==> src/rtl/apb_master_controller.sv <==
// apb_master_controller
// APB-side sequencer of the AHB-to-APB bridge. Takes the qualified AHB request
// (valid) together with the AHB slave's pipelined address/data/write copies and
// runs one APB transfer at a time through SETUP and ENABLE. hr_readyout stalls
// the AHB master while a read or a back-to-back write is still in flight.
//
// Optional build macro: APB_PREADY_EN
//   defined   : ENABLE states wait for pready=1, with hr_readyout low while held.
//   undefined : pready is ignored and every ENABLE phase lasts exactly one cycle.
//
// Handshake: the AHB side offers a request by raising valid. The request is
// taken on any rising hclk edge where the FSM is in a state that accepts
// requests. hr_readyout=0 tells the master to hold its current address phase
// until hr_readyout returns to 1. On the APB side, penable=1 marks the ENABLE
// cycle of the transfer set up in the cycle before it.
//
// o_dbg_state exposes the FSM state for checkers (ST_IDLE encodes as 0).

module apb_master_controller #(
    parameter int ADDR_WIDTH = 32,
    parameter int DATA_WIDTH = 32
) (
    input  logic                  hclk,
    input  logic                  hreset,
    input  logic                  valid,
    input  logic                  hwrite,
    input  logic                  hwrite_reg,
    input  logic [ADDR_WIDTH-1:0] haddr,
    input  logic [ADDR_WIDTH-1:0] haddr_1,
    input  logic [ADDR_WIDTH-1:0] haddr_2,
    input  logic [DATA_WIDTH-1:0] hwdata,
    input  logic [DATA_WIDTH-1:0] hwdata_1,
    input  logic                  pready,
    output logic [2:0]            pselx,
    output logic                  penable,
    output logic                  pwrite,
    output logic [ADDR_WIDTH-1:0] paddr,
    output logic [DATA_WIDTH-1:0] pwdata,
    output logic                  hr_readyout,
    output logic [2:0]            o_dbg_state
);

    typedef enum logic [2:0] {
        ST_IDLE     = 3'd0,
        ST_WWAIT    = 3'd1,
        ST_READ     = 3'd2,
        ST_WRITE    = 3'd3,
        ST_WRITEP   = 3'd4,
        ST_RENABLE  = 3'd5,
        ST_WENABLE  = 3'd6,
        ST_WENABLEP = 3'd7
    } state_t;

    state_t                r_state;
    logic [2:0]            r_pselx;
    logic                  r_penable;
    logic                  r_pwrite;
    logic [ADDR_WIDTH-1:0] r_paddr;
    logic [DATA_WIDTH-1:0] r_pwdata;
    logic                  r_hr_readyout;

    // High while an ENABLE phase must be stretched because the slave is not ready.
    logic w_hold;

`ifdef APB_PREADY_EN
    assign w_hold = !pready;
`else
    logic w_unused_pready;
    assign w_unused_pready = pready;
    assign w_hold          = 1'b0;
`endif

    // Peripheral select from the top six address bits: three 64 MB windows
    // starting at 0x8000_0000; anything else selects no peripheral.
    function automatic logic [2:0] dec_sel(input logic [5:0] top);
        logic [2:0] sel;
        case (top)
            6'b100000: sel = 3'b001;
            6'b100001: sel = 3'b010;
            6'b100010: sel = 3'b100;
            default:   sel = 3'b000;
        endcase
        return sel;
    endfunction

    // Transfer sequencer: next state and all APB/AHB outputs, loaded on the
    // edge that enters each state.
    always_ff @(posedge hclk) begin
        if (hreset) begin
            r_state       <= ST_IDLE;
            r_pselx       <= 3'b000;
            r_penable     <= 1'b0;
            r_pwrite      <= 1'b0;
            r_paddr       <= '0;
            r_pwdata      <= '0;
            r_hr_readyout <= 1'b1;
        end else begin
            case (r_state)
                ST_IDLE, ST_RENABLE, ST_WENABLE: begin
                    if (r_state != ST_IDLE && w_hold) begin
                        r_hr_readyout <= 1'b0;
                    end else if (valid && !hwrite) begin
                        r_state       <= ST_READ;
                        r_paddr       <= haddr;
                        r_pselx       <= dec_sel(haddr[ADDR_WIDTH-1 -: 6]);
                        r_pwrite      <= 1'b0;
                        r_penable     <= 1'b0;
                        r_hr_readyout <= 1'b0;
                    end else if (valid) begin
                        // Write data arrives one cycle later; wait for it.
                        r_state       <= ST_WWAIT;
                        r_pselx       <= 3'b000;
                        r_penable     <= 1'b0;
                        r_hr_readyout <= 1'b1;
                    end else begin
                        r_state       <= ST_IDLE;
                        r_pselx       <= 3'b000;
                        r_penable     <= 1'b0;
                        r_hr_readyout <= 1'b1;
                    end
                end

                ST_READ: begin
                    r_state       <= ST_RENABLE;
                    r_penable     <= 1'b1;
                    r_hr_readyout <= 1'b1;
                end

                ST_WWAIT: begin
                    r_paddr   <= haddr_1;
                    r_pwdata  <= hwdata;
                    r_pselx   <= dec_sel(haddr_1[ADDR_WIDTH-1 -: 6]);
                    r_pwrite  <= 1'b1;
                    r_penable <= 1'b0;
                    if (valid) begin
                        // Another request is already queued behind this write.
                        r_state       <= ST_WRITEP;
                        r_hr_readyout <= 1'b0;
                    end else begin
                        r_state       <= ST_WRITE;
                        r_hr_readyout <= 1'b1;
                    end
                end

                ST_WRITE: begin
                    r_state       <= valid ? ST_WENABLEP : ST_WENABLE;
                    r_penable     <= 1'b1;
                    r_hr_readyout <= 1'b1;
                end

                ST_WRITEP: begin
                    r_state       <= ST_WENABLEP;
                    r_penable     <= 1'b1;
                    r_hr_readyout <= 1'b1;
                end

                ST_WENABLEP: begin
                    if (w_hold) begin
                        r_hr_readyout <= 1'b0;
                    end else if (!hwrite_reg) begin
                        // Queued request is a read; its address is one stage old.
                        r_state       <= ST_READ;
                        r_paddr       <= haddr_1;
                        r_pselx       <= dec_sel(haddr_1[ADDR_WIDTH-1 -: 6]);
                        r_pwrite      <= 1'b0;
                        r_penable     <= 1'b0;
                        r_hr_readyout <= 1'b0;
                    end else begin
                        // Queued request is a write; address two stages old,
                        // data one stage old.
                        r_paddr   <= haddr_2;
                        r_pwdata  <= hwdata_1;
                        r_pselx   <= dec_sel(haddr_2[ADDR_WIDTH-1 -: 6]);
                        r_pwrite  <= 1'b1;
                        r_penable <= 1'b0;
                        if (valid) begin
                            r_state       <= ST_WRITEP;
                            r_hr_readyout <= 1'b0;
                        end else begin
                            r_state       <= ST_WRITE;
                            r_hr_readyout <= 1'b1;
                        end
                    end
                end

                default: begin
                    r_state       <= ST_IDLE;
                    r_pselx       <= 3'b000;
                    r_penable     <= 1'b0;
                    r_hr_readyout <= 1'b1;
                end
            endcase
        end
    end

    assign pselx       = r_pselx;
    assign penable     = r_penable;
    assign pwrite      = r_pwrite;
    assign paddr       = r_paddr;
    assign pwdata      = r_pwdata;
    assign hr_readyout = r_hr_readyout;
    assign o_dbg_state = r_state;

endmodule

==> config.mk <==
export PLATFORM = sky130hd
export DESIGN_NAME = apb_master_controller
export DESIGN_NICKNAME = d
export VERILOG_FILES = /design/src/rtl/apb_master_controller.sv
export SDC_FILE = /design/constraint.sdc
export NUM_CORES = 1
export LEC_CHECK = 0
export ABC_AREA = 1
export CORE_UTILIZATION = 40
export CTS_BUF_LIST = sky130_fd_sc_hd__clkbuf_16
export CTS_CLUSTER_SIZE = 12
export DETAILED_ROUTE_END_ITERATION = 7
export PLACE_DENSITY = 0.91
export SETUP_SLACK_MARGIN = 0.2
export SLEW_MARGIN = 20
export SYNTH_ARGS = -nofsm -noshare
export SYNTH_HDL_FRONTEND = slang
export SYNTH_SLANG_ARGS = --single-unit
==> constraint.sdc <==
create_clock -name hclk -period 2.47 [get_ports hclk]
set_input_delay 0.741 -clock hclk [delete_from_list [all_inputs] [get_ports hclk]]
set_output_delay 0.741 -clock hclk [all_outputs]
set_load 0.01 [all_outputs]
======== After elaboration in Yosys (flattened, before gate mapping) ========
Index checks and enable logic that the tools add are counted.
word-level totals
  register bits after elaboration ......... 73
  word-level logic and storage cells ...... 60
cells by class
  equal/unequal tests ..................... 18
  mux-type cells .......................... 25
  reductions and logical operators ........ 10
operators with widths
  operator                                                               count
  32-bit two-way mux                                                     3
  32-bit case mux with 3 select lines                                    1
  32-bit case mux with 2 select lines                                    1
  6-bit equality test, second input constant                             9
  3-bit case mux with 3 select lines                                     4
  3-bit case mux with 6 select lines                                     1
  3-bit equality test, second input constant                             4
  3-bit two-way mux                                                      4
  1-bit two-way mux                                                      7
  3-bit by 2-bit equality test with 1-bit output, second input constant  2
  3-bit OR reduction                                                     2
  5-bit OR reduction                                                     1
  2-bit != test, second input constant                                   2
  1-bit case mux with 4 select lines                                     1
  2-bit AND reduction                                                    2
  3-bit by 1-bit equality test with 1-bit output, second input constant  1
  3-bit zero test                                                        1
  1-bit case mux with 3 select lines                                     1
  3-bit nonzero test                                                     1
  2-bit two-way mux                                                      1
  1-bit case mux with 2 select lines                                     1
  2-bit nonzero test                                                     1
  1-bit logical AND                                                      1
  1-bit zero test                                                        1

======== Longest topological paths before layout ========
  depth in word-level cells ............... 4
  depth in mapped cells ................... 10
  depth with buffers taken out ............ 8

======== Least setup slack after synthesis ========
Ideal clock, no wire load.
  kind .................................... input port to flip-flop
  from .................................... input hwrite_reg
  to ...................................... register r_paddr[19] (netlist: paddr[19])
  setup time .............................. 0.113 ns
  data arrival time ....................... 1.587 ns
  data required time ...................... 2.357 ns
  setup slack ............................. 0.770 ns
  stages on the path ...................... 10
  buffers on the path ..................... 3
  cells stage by stage .................... buf_2 inv_1 buf_2 buf_2 nand2_1 nand2_1 nand2_1 nand3_1 nor2_1 nor2_1
between the ends
  cells in the longest elaborated chain, start to end .. 2
RTL lines
  item                                 RTL line  RTL
  from (decl)                          27        input logic hwrite_reg,
  32-bit two-way mux                   160       end else if (!hwrite_reg) begin
  32-bit case mux with 3 select lines  98        case (r_state)
  to (signal assigned)                 104       r_paddr <= haddr;
  to (signal assigned)                 163       r_paddr <= haddr_1;
  to (signal assigned)                 171       r_paddr <= haddr_2;
  to (decl)                            58        logic [ADDR_WIDTH-1:0] r_paddr;
Every way passes these cells.
A chain may end at the register's enable or synchronous reset.

======== Worst setup path after layout ========
  from .................................... register r_state[0] (netlist: o_dbg_state[0])
  to ...................................... output o_dbg_state[0]
RTL lines
  item                    RTL line  RTL
  from (decl)             54        state_t r_state;
  from (signal assigned)  146       r_state <= valid ? ST_WENABLEP : ST_WENABLE;
  to (decl)               40        output logic [2:0] o_dbg_state
No word-level cell between the ends.

==> out/results.txt <==
Avg Cell Area, Syn -> 5.89 sq um
Power, Total -> 7.23 mW
warning count from the yosys run -> 0
Syn Nets -> 892
GRT overflow -> 0
crit path from -> o_dbg_state[0]
complex-gate fraction of the synthesized area -> 12.8%
final core utilization -> 68.6%
area of the die -> 0.0111 sq mm
largest net degree at the start of global routing -> 45
vias in the first global route -> 4963
Num CTS Buffers -> 9
top-area cell type share of the netlist area -> 34.2%
Chip Width -> 105 um
max-slew violation count -> 0
Setup Skew -> 0.00352 ns
initial antenna violation count -> 0
fin area -> 0.00712 sq mm
asr flop ratio synth -> 0%
post-CTS setup buffer count -> 0
CTS max path bufs -> 2
WP data arrival -> 1.44 ns
# DRC -> 0
Final #Nets -> 1110
setup TNS -> 0 ns
die height -> 105 um
Worst-Margin Slew -> 0.539 ns
cells after synthesis -> 726
number of buffers added on ports -> 237
Synth Flop Type -> dfxtp_1
RR Endpoint -> paddr[7]
critical path class -> register to output port
io pins -> 239
Post-synth EDFFs -> 0
Initial Util -> 41.3%
via density per instance -> 4.92
Lkg Pwr -> 3.17 nW
Post-CTS Resized -> 0
CP Capture Point -> o_dbg_state[0]
placed standard-cell area -> 0.00678 sq mm
via count -> 5331
Worst path max stage delay -> 0.63 ns
Hold-fix buffers, CTS -> 0
final worst-path cycle share -> 88.4%
CP Max Fanout -> 8
Fmax -> 458 MHz
Synth Cell Area -> 0.00428 sq mm
critical path's slowest cell -> clkdlybuf4s50_1
leading cell type by number of instances after synthesis -> nand2_1
cell accounting for the most synthesized area -> dfxtp_1
RSZ-0062 raised after global routing -> no
worst reg2reg setup slack -> 0.50 ns
HP Class -> register to register
First-pass DRT Iterations -> 4
n_diodes -> 0
Worst R2R Path Depth -> 7
endpoints failing hold -> 0
Worst IR Drop VDD -> 779 uV
core box area -> 0.0104 sq mm
CP Depth -> 1
worst path bufs/invs -> 1
FF+latch count, synth -> 73
XOR/XNOR Fraction of Synth Area -> 0%
main combinational cell family by area after synthesis -> simple AND/OR/NAND/NOR gates
reg2reg start -> o_dbg_state[0]
top post-synthesis cells by area -> dfxtp_1 (34%), nand2_1 (28%), nor2_1 (7.6%), o21ai_0 (5.1%), a31oi_1 (4.7%)
Skew-Pair Late Insertion Delay -> 0.32 ns
Yosys cell types -> 23
Startpoint Class -> register
Adder-Cell Fraction of Synth Area -> 0%
Post-synth top cells -> nand2_1 (316), nor2_1 (87), dfxtp_1 (73)
Worst slew margin -> 64.0%
Initial DRC Count -> 301
register area share after synthesis -> 34.2%
worst path cell trace -> clkdlybuf4s50_1
drt wl/cell -> 13.3 um
Clk pin slew, worst setup/hold paths -> 0.06 ns
Routed WL -> 14.4 mm
global-route wire length before repair -> 22.8 mm
CTS Root Buffer Type -> clkbuf_16
TritonCTS clock tree -> yes
PD cells -> 1020 mW/mm^2
final setup vio count -> 0
post-DP HPWL -> 10.6 mm
Total GRT Usage -> 25.8%
Critical Path End Type -> output port
WP data required -> 1.73 ns
simple-gate share of the synthesized area -> 42.4%
proportion of synthesized area in mux cells -> 0%
CTS H-tree depth -> 3
Max Cap Violations -> 0
min Tclk post-route -> 2.18 ns
synthesis-to-finish area growth -> 66.3%
fraction of layout cells with a size suffix above 1 -> 4.43%
delay-heaviest family, CP -> buffers and inverters
outcome -> complete, no violations
Site Rows -> 37
global placement routability congestion -> 0.858
Num Clock Sinks -> 73
post-route ant nets -> 0
[registers in the layout (all words and copies together) (netlist names)]
register / cells
paddr: 32
pwdata: 32
pwrite: 1
pselx: 3
o_dbg_state: 3
penable: 1
hr_readyout: 1
[where the power goes]
group,leakage (nW),switching [mW],internal (mW),total [mW]
Sequential,0.601,0.251,1.66,1.91
Clock,0.163,0.495,0.978,1.47
Combinational,2.41,2.02,1.82,3.84
[stage by stage]
step | hold WS, ns | std cells | setup WS [ns]
after global routing | 0.513 | 1084 | 0.208
after floorplan | 0.478 | 726 | 0.770
after global placement | 0.451 | 1069 | 0.246
after CTS | 0.495 | 1084 | 0.283
after detailed placement | 0.486 | 1069 | 0.186
final | 0.484 | 1084 | 0.287
[worst min-delay path by stage]
stage                       from      to  cells past startpoint
after floorplan           pwrite  pwrite                      2
after global placement    pwrite  pwrite                      2
after detailed placement  pwrite  pwrite                      2
after CTS                 pwrite  pwrite                      2
after global routing      pwrite  pwrite                      2
final                     pwrite  pwrite                      2
[cells in the final DEF, fill, tap and decap left out, types with 2 or more instances in the layout]
| cell type | instances |
|---|---|
| buf_12 | 6 |
| o211ai_1 | 9 |
| nand3_1 | 39 |
| a21oi_1 | 9 |
| nand2_2 | 4 |
| nand2_1 | 315 |
| clkdlybuf4s50_1 | 237 |
| nand3b_1 | 5 |
| buf_4 | 9 |
| bufinv_16 | 3 |
| inv_2 | 4 |
| o21ai_0 | 44 |
| a31oi_1 | 32 |
| nand3_2 | 2 |
| inv_1 | 53 |
| clkbuf_16 | 9 |
| dfxtp_1 | 73 |
| nor2_1 | 86 |
[cell type report]
class                   instances  area (sq um)
well taps                     136           170
clock buffers                   9           225
flip-flops and latches         73          1460
inverters                      57           214
fillers                       890          3250
repair buffers                252          2560
multi-input cells             551          2380
clock inverters                 6           108
[per-layer routing]
layer	global-route usage [%]	part of all wire (%)	up-vias
li1	-	-	2711
met1	27.4	40	2392
met2	47.5	50	208
met3	8.10	8.5	20
met4	8.95	1.6	0
met5	0	0	-
[cell families (layout without fill, tap and decap cells)]
kind of cell           count (synthesis)  after routing
flip-flops                            73             73
buffers and inverters                102            324
AND/OR/NAND/NOR                      455            455
AO/OA/AOI/OAI                         96             96
No activity file was read; power rests on OpenSTA's default activity.
